$ cat src/rtl/fetch_queue.sv
// Instruction-fetch stage: issues sequential word fetches, queues in-order responses,
// and presents one instruction per cycle with its PC and PC+8; a redirect flushes stale work.
module fetch_queue #(
  parameter int                ADDR_W   = 32,
  parameter int                DEPTH    = 4,
  parameter logic [ADDR_W-1:0] RESET_PC = '0
) (
  input  logic              clk,
  input  logic              reset,
  output logic              imem_req_valid,
  output logic [ADDR_W-1:0] imem_req_addr,
  input  logic              imem_req_ready,
  input  logic              imem_resp_valid,
  input  logic [31:0]       imem_resp_data,
  input  logic              redirect_valid,
  input  logic [ADDR_W-1:0] redirect_pc,
  output logic              instr_valid,
  output logic [31:0]       instr,
  output logic [ADDR_W-1:0] instr_pc,
  output logic [ADDR_W-1:0] instr_pc8,
  input  logic              instr_ready
);

  localparam int PW = $clog2(DEPTH);
  localparam int CW = $clog2(DEPTH + 1);

  logic [ADDR_W-1:0] fetch_pc;
  logic [ADDR_W-1:0] resp_pc;
  logic [CW-1:0]     inflight;
  logic [CW-1:0]     drop_cnt;
  logic [CW-1:0]     count;
  logic [PW-1:0]     rd_ptr;
  logic [PW-1:0]     wr_ptr;
  logic [31:0]       q_instr [DEPTH];
  logic [ADDR_W-1:0] q_pc    [DEPTH];

  logic [CW:0]       occupancy;
  logic [ADDR_W-1:0] redirect_aligned;
  logic              req_fire;
  logic              push;
  logic              pop;

  // Queued plus in-flight work is capped at DEPTH so a response always has a free slot.
  assign occupancy        = {1'b0, count} + {1'b0, inflight};
  assign imem_req_valid   = ~reset & ~redirect_valid & (occupancy < (CW+1)'(DEPTH));
  assign imem_req_addr    = fetch_pc;
  assign req_fire         = imem_req_valid & imem_req_ready;
  assign redirect_aligned = redirect_pc & ~ADDR_W'(3);

  assign push = imem_resp_valid & (drop_cnt == '0) & ~redirect_valid;
  assign pop  = instr_valid & instr_ready & ~redirect_valid;

  assign instr_valid = (count != '0);
  assign instr       = q_instr[rd_ptr];
  assign instr_pc    = q_pc[rd_ptr];
  assign instr_pc8   = instr_pc + ADDR_W'(8);

  // NOTE: sequential state uses non-blocking assignments so every register samples
  // pre-edge values regardless of statement order.
  always_ff @(posedge clk or posedge reset) begin
    if (reset) begin
      fetch_pc <= RESET_PC;
      resp_pc  <= RESET_PC;
      inflight <= '0;
      drop_cnt <= '0;
      count    <= '0;
      rd_ptr   <= '0;
      wr_ptr   <= '0;
    end else begin
      if (req_fire && !imem_resp_valid)
        inflight <= inflight + CW'(1);
      else if (!req_fire && imem_resp_valid)
        inflight <= inflight - CW'(1);

      if (redirect_valid) begin
        // Everything still outstanding belongs to the old path, except a word landing now.
        drop_cnt <= inflight - {{(CW-1){1'b0}}, imem_resp_valid};
        fetch_pc <= redirect_aligned;
        resp_pc  <= redirect_aligned;
        count    <= '0;
        rd_ptr   <= '0;
        wr_ptr   <= '0;
      end else begin
        if (req_fire)
          fetch_pc <= fetch_pc + ADDR_W'(4);
        if (imem_resp_valid && drop_cnt != '0)
          drop_cnt <= drop_cnt - CW'(1);
        if (push) begin
          wr_ptr  <= wr_ptr + PW'(1);
          resp_pc <= resp_pc + ADDR_W'(4);
        end
        if (pop)
          rd_ptr <= rd_ptr + PW'(1);
        if (push && !pop)
          count <= count + CW'(1);
        else if (pop && !push)
          count <= count - CW'(1);
      end
    end
  end

  // NOTE: queue storage is deliberately not reset; count gates every read, so
  // stale contents are never observed and the array can map to plain RAM.
  always_ff @(posedge clk) begin
    if (push) begin
      q_instr[wr_ptr] <= imem_resp_data;
      q_pc[wr_ptr]    <= resp_pc;
    end
  end

endmodule
$ cat config.mk
export PLATFORM = sky130hd
export DESIGN_NAME = fetch_queue
export DESIGN_NICKNAME = d
export VERILOG_FILES = /design/src/rtl/fetch_queue.sv
export SDC_FILE = /design/constraint.sdc
export NUM_CORES = 1
export LEC_CHECK = 0
export ABC_AREA = 1
export BUFFER_PORTS_ARGS = -buffer_cell sky130_fd_sc_hd__buf_2
export CAP_MARGIN = 5
export CORE_MARGIN = 2
export CORE_UTILIZATION = 30
export DETAILED_ROUTE_END_ITERATION = 7
export PLACE_DENSITY_LB_ADDON = 0.1
export SYNTH_ARGS = -nofsm -noshare
export SYNTH_HDL_FRONTEND = slang
export SYNTH_SLANG_ARGS = --single-unit
export TNS_END_PERCENT = 1
$ cat constraint.sdc
create_clock -name clk -period 4.4 [get_ports clk]
set_input_delay 0.44 -clock clk [delete_from_list [all_inputs] [get_ports clk]]
set_output_delay 0.44 -clock clk [all_outputs]
set_load 0.005 [all_outputs]
=== Word-level counts from Yosys, hierarchy flattened ===
Memory sizes are Yosys's and may differ from the RTL's.
Cells that the tools add are included.

* $lt $le $gt $ge: 1
* Reductions and logical operators: 18
* Muxes and demuxes: 17
* Bitwise operators: 9
* Add/sub/neg operators: 12

{| class="wikitable"
|+ Operators with widths
! cell !! number
|-
| 32-bit 2-to-1 mux || 4
|-
| 32-bit by 3-bit adder with 32-bit output (second input constant) || 2
|-
| 32-bit by 4-bit adder with 32-bit output (second input constant) || 1
|-
| 3-bit 2-to-1 mux || 7
|-
| 2-bit nonzero test || 5
|-
| 3-bit nonzero test || 3
|-
| 3-bit by 1-bit subtractor with 3-bit output (second input constant) || 3
|-
| 2-bit 2-to-1 mux || 4
|-
| 1-bit AND || 7
|-
| 3-bit by 1-bit adder with 3-bit output (second input constant) || 2
|-
| 1-bit logical AND || 5
|-
| 2-bit by 1-bit adder with 2-bit output (second input constant) || 2
|-
| 3-bit by 3-bit adder with 4-bit output || 1
|-
| 1-bit logical NOT || 4
|-
| 4-bit by 3-bit less-than comparator with 1-bit output (second input constant) || 1
|-
| 3-bit logical NOT || 1
|-
| 3-bit by 1-bit subtractor with 3-bit output || 1
|-
| 1-bit 2-to-1 mux || 2
|-
| 1-bit NOT || 2
|}

* Input bits: 70
* Register bits after elaboration: 77
* Bits in writable memories: 256
* Logic and storage cells: 66
* Memories: 2
* Output and inout port bits: 130

{| class="wikitable"
|+ Memories
! memory !! words !! bits a word !! read ports !! clocked after Yosys merged registers in !! wr ports !! RTL line !! RTL
|-
| q_instr || 4 || 32 || 1 || 0 || 1 || 34 || <nowiki>logic [31:0] q_instr [DEPTH];</nowiki>
|-
| q_pc || 4 || 32 || 1 || 0 || 1 || 35 || <nowiki>logic [ADDR_W-1:0] q_pc [DEPTH];</nowiki>
|}

=== Longest topological paths before layout ===
* Depth after elaboration: 8
* Mapped depth: 14
* Mapped depth without buffers: 12

=== Least setup slack after synthesis ===
OpenSTA, ideal clock, no wires.

* Path kind: register -> register
* Start point: register drop_cnt[0]
* End point: memory q_instr[0][0] (enable)
* Path slack: 300 ps
* Arrival: 3618 ps
* Data required time: 3918 ps
* Stages on the path, launching flop included: 7
* Clock period less this slack: 4100 ps
* Path buffers: 0
* Setup time: 482 ps
* Cells stage by stage: dfrtp_1 -> inv_1 -> ha_1 -> nand3_1 -> nor2_1 -> inv_1 -> nor2_1

* Longest elaborated chain between the ends: 5

{| class="wikitable"
|+ RTL lines
! what !! RTL line !! RTL
|-
| start, declared || 30 || <nowiki>logic [CW-1:0] drop_cnt;</nowiki>
|-
| start signal, assigned || 77 || <nowiki>drop_cnt <= inflight - {{(CW-1){1'b0}}, imem_resp_valid};</nowiki>
|-
| start signal, assigned || 87 || <nowiki>drop_cnt <= drop_cnt - CW'(1);</nowiki>
|-
| 3-bit logical NOT || 50 || <nowiki>assign push = imem_resp_valid & (drop_cnt == '0) & ~redirect_valid;</nowiki>
|-
| 1-bit AND (2 in series) || 50 ||
|-
| 1-bit 2-to-1 mux || 105 || <nowiki>if (push) begin</nowiki>
|-
| 1-bit 2-to-1 mux (implied by the code) || 106 || <nowiki>q_instr[wr_ptr] <= imem_resp_data;</nowiki>
|-
| end, declared || 34 ||
|}

No other way between the ends.

=== Worst setup path after layout ===
* Start point: register rd_ptr[1]
* End point: output instr_pc8[17]

* Longest elaborated chain between the ends: 2

{| class="wikitable"
|+ RTL lines
! what !! RTL line !! RTL
|-
| start, declared || 32 || <nowiki>logic [PW-1:0] rd_ptr;</nowiki>
|-
| start signal, assigned || 93 || <nowiki>rd_ptr <= rd_ptr + PW'(1);</nowiki>
|-
| memory read 4 x 32 bit || n/a ||
|-
| 32-bit by 4-bit adder with 32-bit output || 56 || <nowiki>assign instr_pc8 = instr_pc + ADDR_W'(8);</nowiki>
|-
| end, declared || 20 || <nowiki>output logic [ADDR_W-1:0] instr_pc8,</nowiki>
|}

No other way between the ends.

==> impl.org <==
** Yosys
- The Yosys step of the flow raised 0 warnings.
- For this run, the leading register cell type out of synthesis is sky130_fd_sc_hd__edfxtp_1.
- Number of enable-type register cells in the synthesized netlist :: 248
- Of the synthesized area, sequential elements account for about three fifths.
- Avg Cell Area, Syn :: 9.239 sq um
- Yosys attributes the largest share of cell area to sky130_fd_sc_hd__edfxtp_1 47%, sky130_fd_sc_hd__nand2_1 13%, sky130_fd_sc_hd__dfrtp_1 12%.
- In this run, distinct cell masters in the synthesized netlist total 39.
- Synthesis handed over a netlist of 1698 instances.
- sky130_fd_sc_hd__edfxtp_1 takes more of the synthesized area than any other cell.
- The synthesized design devotes to its leading area cell type 47.47% of total area.
- After synthesis, the share of flip-flops with an asynchronous set or reset is a little under a quarter.
- Flip-flop and latch count after synthesis :: around 320
- Synth Cell Area :: 15690 sq um

** Timing
- Max Fclk :: around 0.26 GHz
- Least-Margin Pin Slew :: between 1000 and 1500 ps
- Unrepaired setup endpoints after global routing :: false
- Total negative setup slack :: 0 ps
- Setup violations remaining at the end of the flow were counted as 0.
- Tcrit/Tclk final :: 86.28%
- The tightest hold path in the finished design has a slack of 100.7 ps.
- The number of pins with negative max-slew slack in the final report was 0.
- The routed design could run at a clock period as short as about 3800 ps.
- Across the routed clock network, the largest skew measured is 13.83 ps.
- Hold violation total from the final report :: 0
- Measured against its own limit, the worst slew margin works out to a little under a third.

** GRT
- The initial antenna violation count is 0.
- Via count of the first global-routing pass :: 11830
- Total overflow reported by the global router :: 0
- Entering global routing, the biggest net connects 74 pins.
- In the global route stage, overall resource usage came out at around 17%.
- The first global-routing pass estimated 70820 um of wire.

** Drt
- Final antenna-violating net count :: 0
- Using the TritonRoute via totals, the vias-per-cell ratio works out to between 4 and 5.
- Routed WL :: around 47000 um
- Dividing the detail-routed wire length by the instance count gives 17.92 um.
- After detailed routing, no signal wire sits above met4.
- DR iter-0 viols :: around 630
- Detailed-route DRC error count :: 0
- Drt pass-1 iters :: 5
- Wire segments on met3 add up to 2106 um in the final route.
- The routed design uses between 20000 and 25000 um of met2 wire.
- Met1 layer wirelength in the final routing :: roughly 21000 um
- Vias after detailed routing :: between 10000 and 15000

** Final layout
- Share of post-route cells with drive strength above 1 :: 16.01%
- The final layout contains 1974 nets.
- Syn-to-layout area delta :: 18.89%
- Once layout is complete, the cells apart from fillers number 2597.
- Commonest non-fill, non-tap cell in the layout :: sky130_fd_sc_hd__nand2_1
- The repair_antennas step left the layout with diodes totalling 0.
- Most used cells in the layout excluding fill and tap cells :: 529 x sky130_fd_sc_hd__nand2_1, 248 x sky130_fd_sc_hd__edfxtp_1, 191 x sky130_fd_sc_hd__buf_2, 190 x sky130_fd_sc_hd__nor2_1, 143 x sky130_fd_sc_hd__nand3_1

** Die
- Core Footprint :: 51510 sq um
- Die width :: between 200 and 250 um
- Full die area :: about 54000 sq um
- Vertical die dimension :: between 200 and 250 um
- Initial standard-cell utilization of the core :: a little over 30%
- The floorplan has slightly above 80 rows.
- 200 I/O pins were placed.

** Hold path
- Hold/Removal Path Class :: input port to register

** CTS
- In this run, CTS created clock tree buffers numbering 40.
- Reg clk slew, reported paths :: around 50 ps
- Clock Root Buffer :: sky130_fd_sc_hd__clkbuf_16
- The H-tree was split into 2 levels.
- Gates resized during post-CTS repair numbered 0.
- Number of hold buffers added after cts :: 0
- Clock tree synthesis found a total of approximately 320 sinks.
- Maximum clock insertion buffer count :: 3
- TritonCTS built the clock tree.
- The clock reaches the later pin of the worst-skew pair after between 500 and 600 ps.
- Once the clock tree was built, the setup fixing pass inserted 0 buffers.

** Worst setup path
- Data on the critical path is required at its endpoint by a little under 4000 ps.
- Capturing element type of the critical path :: primary output
- In this design, the largest share of critical-path delay is due to simple AND/OR/NAND/NOR gates.
- Worst Path Max Fanout :: 44
- Counting both buffers and inverters, the worst setup path holds a total of 3.
- Critical Path AT :: ~3400 ps
- Sequence of cells on the critical path :: inv_2 > buf_4 > nand2_1 > nand2_1 > ha_1 > nand3_2 > nor2_1 > nand2_1 > xor2_1 > buf_2
- In this design, the critical path's most frequently occurring cell is sky130_fd_sc_hd__nand2_1.
- For this design, the slowest cell found on the critical path is sky130_fd_sc_hd__dfrtp_2.
- The largest single stage delay on the critical path is ~580 ps.
- Kind of launch point of the worst setup path :: register
- Critical path class :: register to primary output

** Pwr
- IR analysis of the VDD net gives a maximum drop of about 220 uV.
- Power per standard cell area :: ~510 nW/um^2
- Leakage power :: around 0.0076 uW

** Flow run
- Across the run, the number of max-cap violations was 0.

** Placed design
- Count of placed standard cells including taps :: between 2000 and 3000
- Final RePlAce weighted congestion :: roughly 0.84
- The wire-length estimate of the detail-placed layout is about 31000 um.
- Count of input and output buffers :: roughly 190

** Run status
- The flow ran to the end, and the final reports show no timing, DRC or antenna violations.
-- per-stage QoR --
stage | util (%) | setup slack [ps] | total power (uW) | area (sq um)
global placement | 33.66 | 1185 | 6268 | 17340
CTS | 36.21 | 526.9 | 9666 | 18650
global route | 36.21 | 337.5 | 10080 | 18650
finish | 36.21 | 603.8 | 9494 | 18650
floorplan | - | 300.2 | 5284 | 15710
detailed placement | 33.66 | 1157 | 6284 | 17340
-- cell usage after synthesis, types with 4 or more instances --
master and number:
sky130_fd_sc_hd__o22ai_1 34, sky130_fd_sc_hd__nand2_2 13, sky130_fd_sc_hd__a21oi_1 19, sky130_fd_sc_hd__nor3_1 23, sky130_fd_sc_hd__o221ai_1 6, sky130_fd_sc_hd__xnor2_1 8
sky130_fd_sc_hd__o211ai_1 14, sky130_fd_sc_hd__nand3_1 143, sky130_fd_sc_hd__o21ai_0 104, sky130_fd_sc_hd__xor2_1 33, sky130_fd_sc_hd__nor2_1 194, sky130_fd_sc_hd__nor2_2 4
sky130_fd_sc_hd__edfxtp_1 248, sky130_fd_sc_hd__inv_2 4, sky130_fd_sc_hd__buf_2 17, sky130_fd_sc_hd__ha_1 14, sky130_fd_sc_hd__nand4_1 19, sky130_fd_sc_hd__dfrtp_1 73
sky130_fd_sc_hd__nor2_4 5, sky130_fd_sc_hd__inv_1 119, sky130_fd_sc_hd__buf_4 15, sky130_fd_sc_hd__clkbuf_1 25, sky130_fd_sc_hd__buf_6 9, sky130_fd_sc_hd__nand2_1 529
-- registers in the layout (all words and copies together) (netlist names) --
| register | flops |
|---|---|
| wr_ptr | 2 |
| q_pc | 120 |
| imem_req_addr | 30 |
| count | 3 |
| inflight | 3 |
| q_instr | 128 |
| resp_pc | 30 |
| drop_cnt | 3 |
| rd_ptr | 2 |
-- path summary, 6_finish.rpt --
kind                                              start                       end  slack [ps]  depth (start not counted)
worst max-delay path              rd_ptr[1]$_DFFE_PP0P_             instr_pc8[17]         600                         10
worst min-delay path                 imem_resp_data[26]  q_instr[1][26]$_DFFE_PP_         100                          1
worst max register to register  inflight[2]$_DFFE_PP0P_   inflight[2]$_DFFE_PP0P_        1440                         12
worst min register to register  inflight[2]$_DFFE_PP0P_   inflight[2]$_DFFE_PP0P_         520                          1
max in group asynchronous                         reset     rd_ptr[0]$_DFFE_PP0P_        3420                          3
min in group asynchronous                         reset   inflight[1]$_DFFE_PP0P_         190                          3
-- report_power, final --
part | switching, uW | internal (uW) | total (uW)
Clock | 1290 | 2030 | 3320
Sequential | 282 | 3520 | 3810
Combinational | 1570 | 800 | 2370
Total | 3140 | 6350 | 9490
-- final cells by class --
cell class	instances	area, sq um
Fill cell	5334	32860
Tap cell	680	850.8
Multi-Input combinational cell	1189	5585
Clock buffer	49	1035
Clock inverter	22	279.0
Inverter	125	478.0
Timing Repair Buffer	211	1144
Sequential cell	321	9279
-- logic make-up after synthesis --
logic type	Yosys count	share of synthesized area, %
compound gates	187	6.708
xor+xnor	41	2.289
fa+ha+maj	16	1.372
buf+inv	193	5.591
flops	321	59.12
other cells	1	0.02390
simple gates	939	24.90
-- per-layer routing --
layer  track usage [%]  vias to the layer above
li1                  -                     6078
met1             23.00                     5810
met2             28.67                      260
met3             3.076                       66
met4             4.916                        0
met5                 0                        -
(Power assumes the default switching activity.)
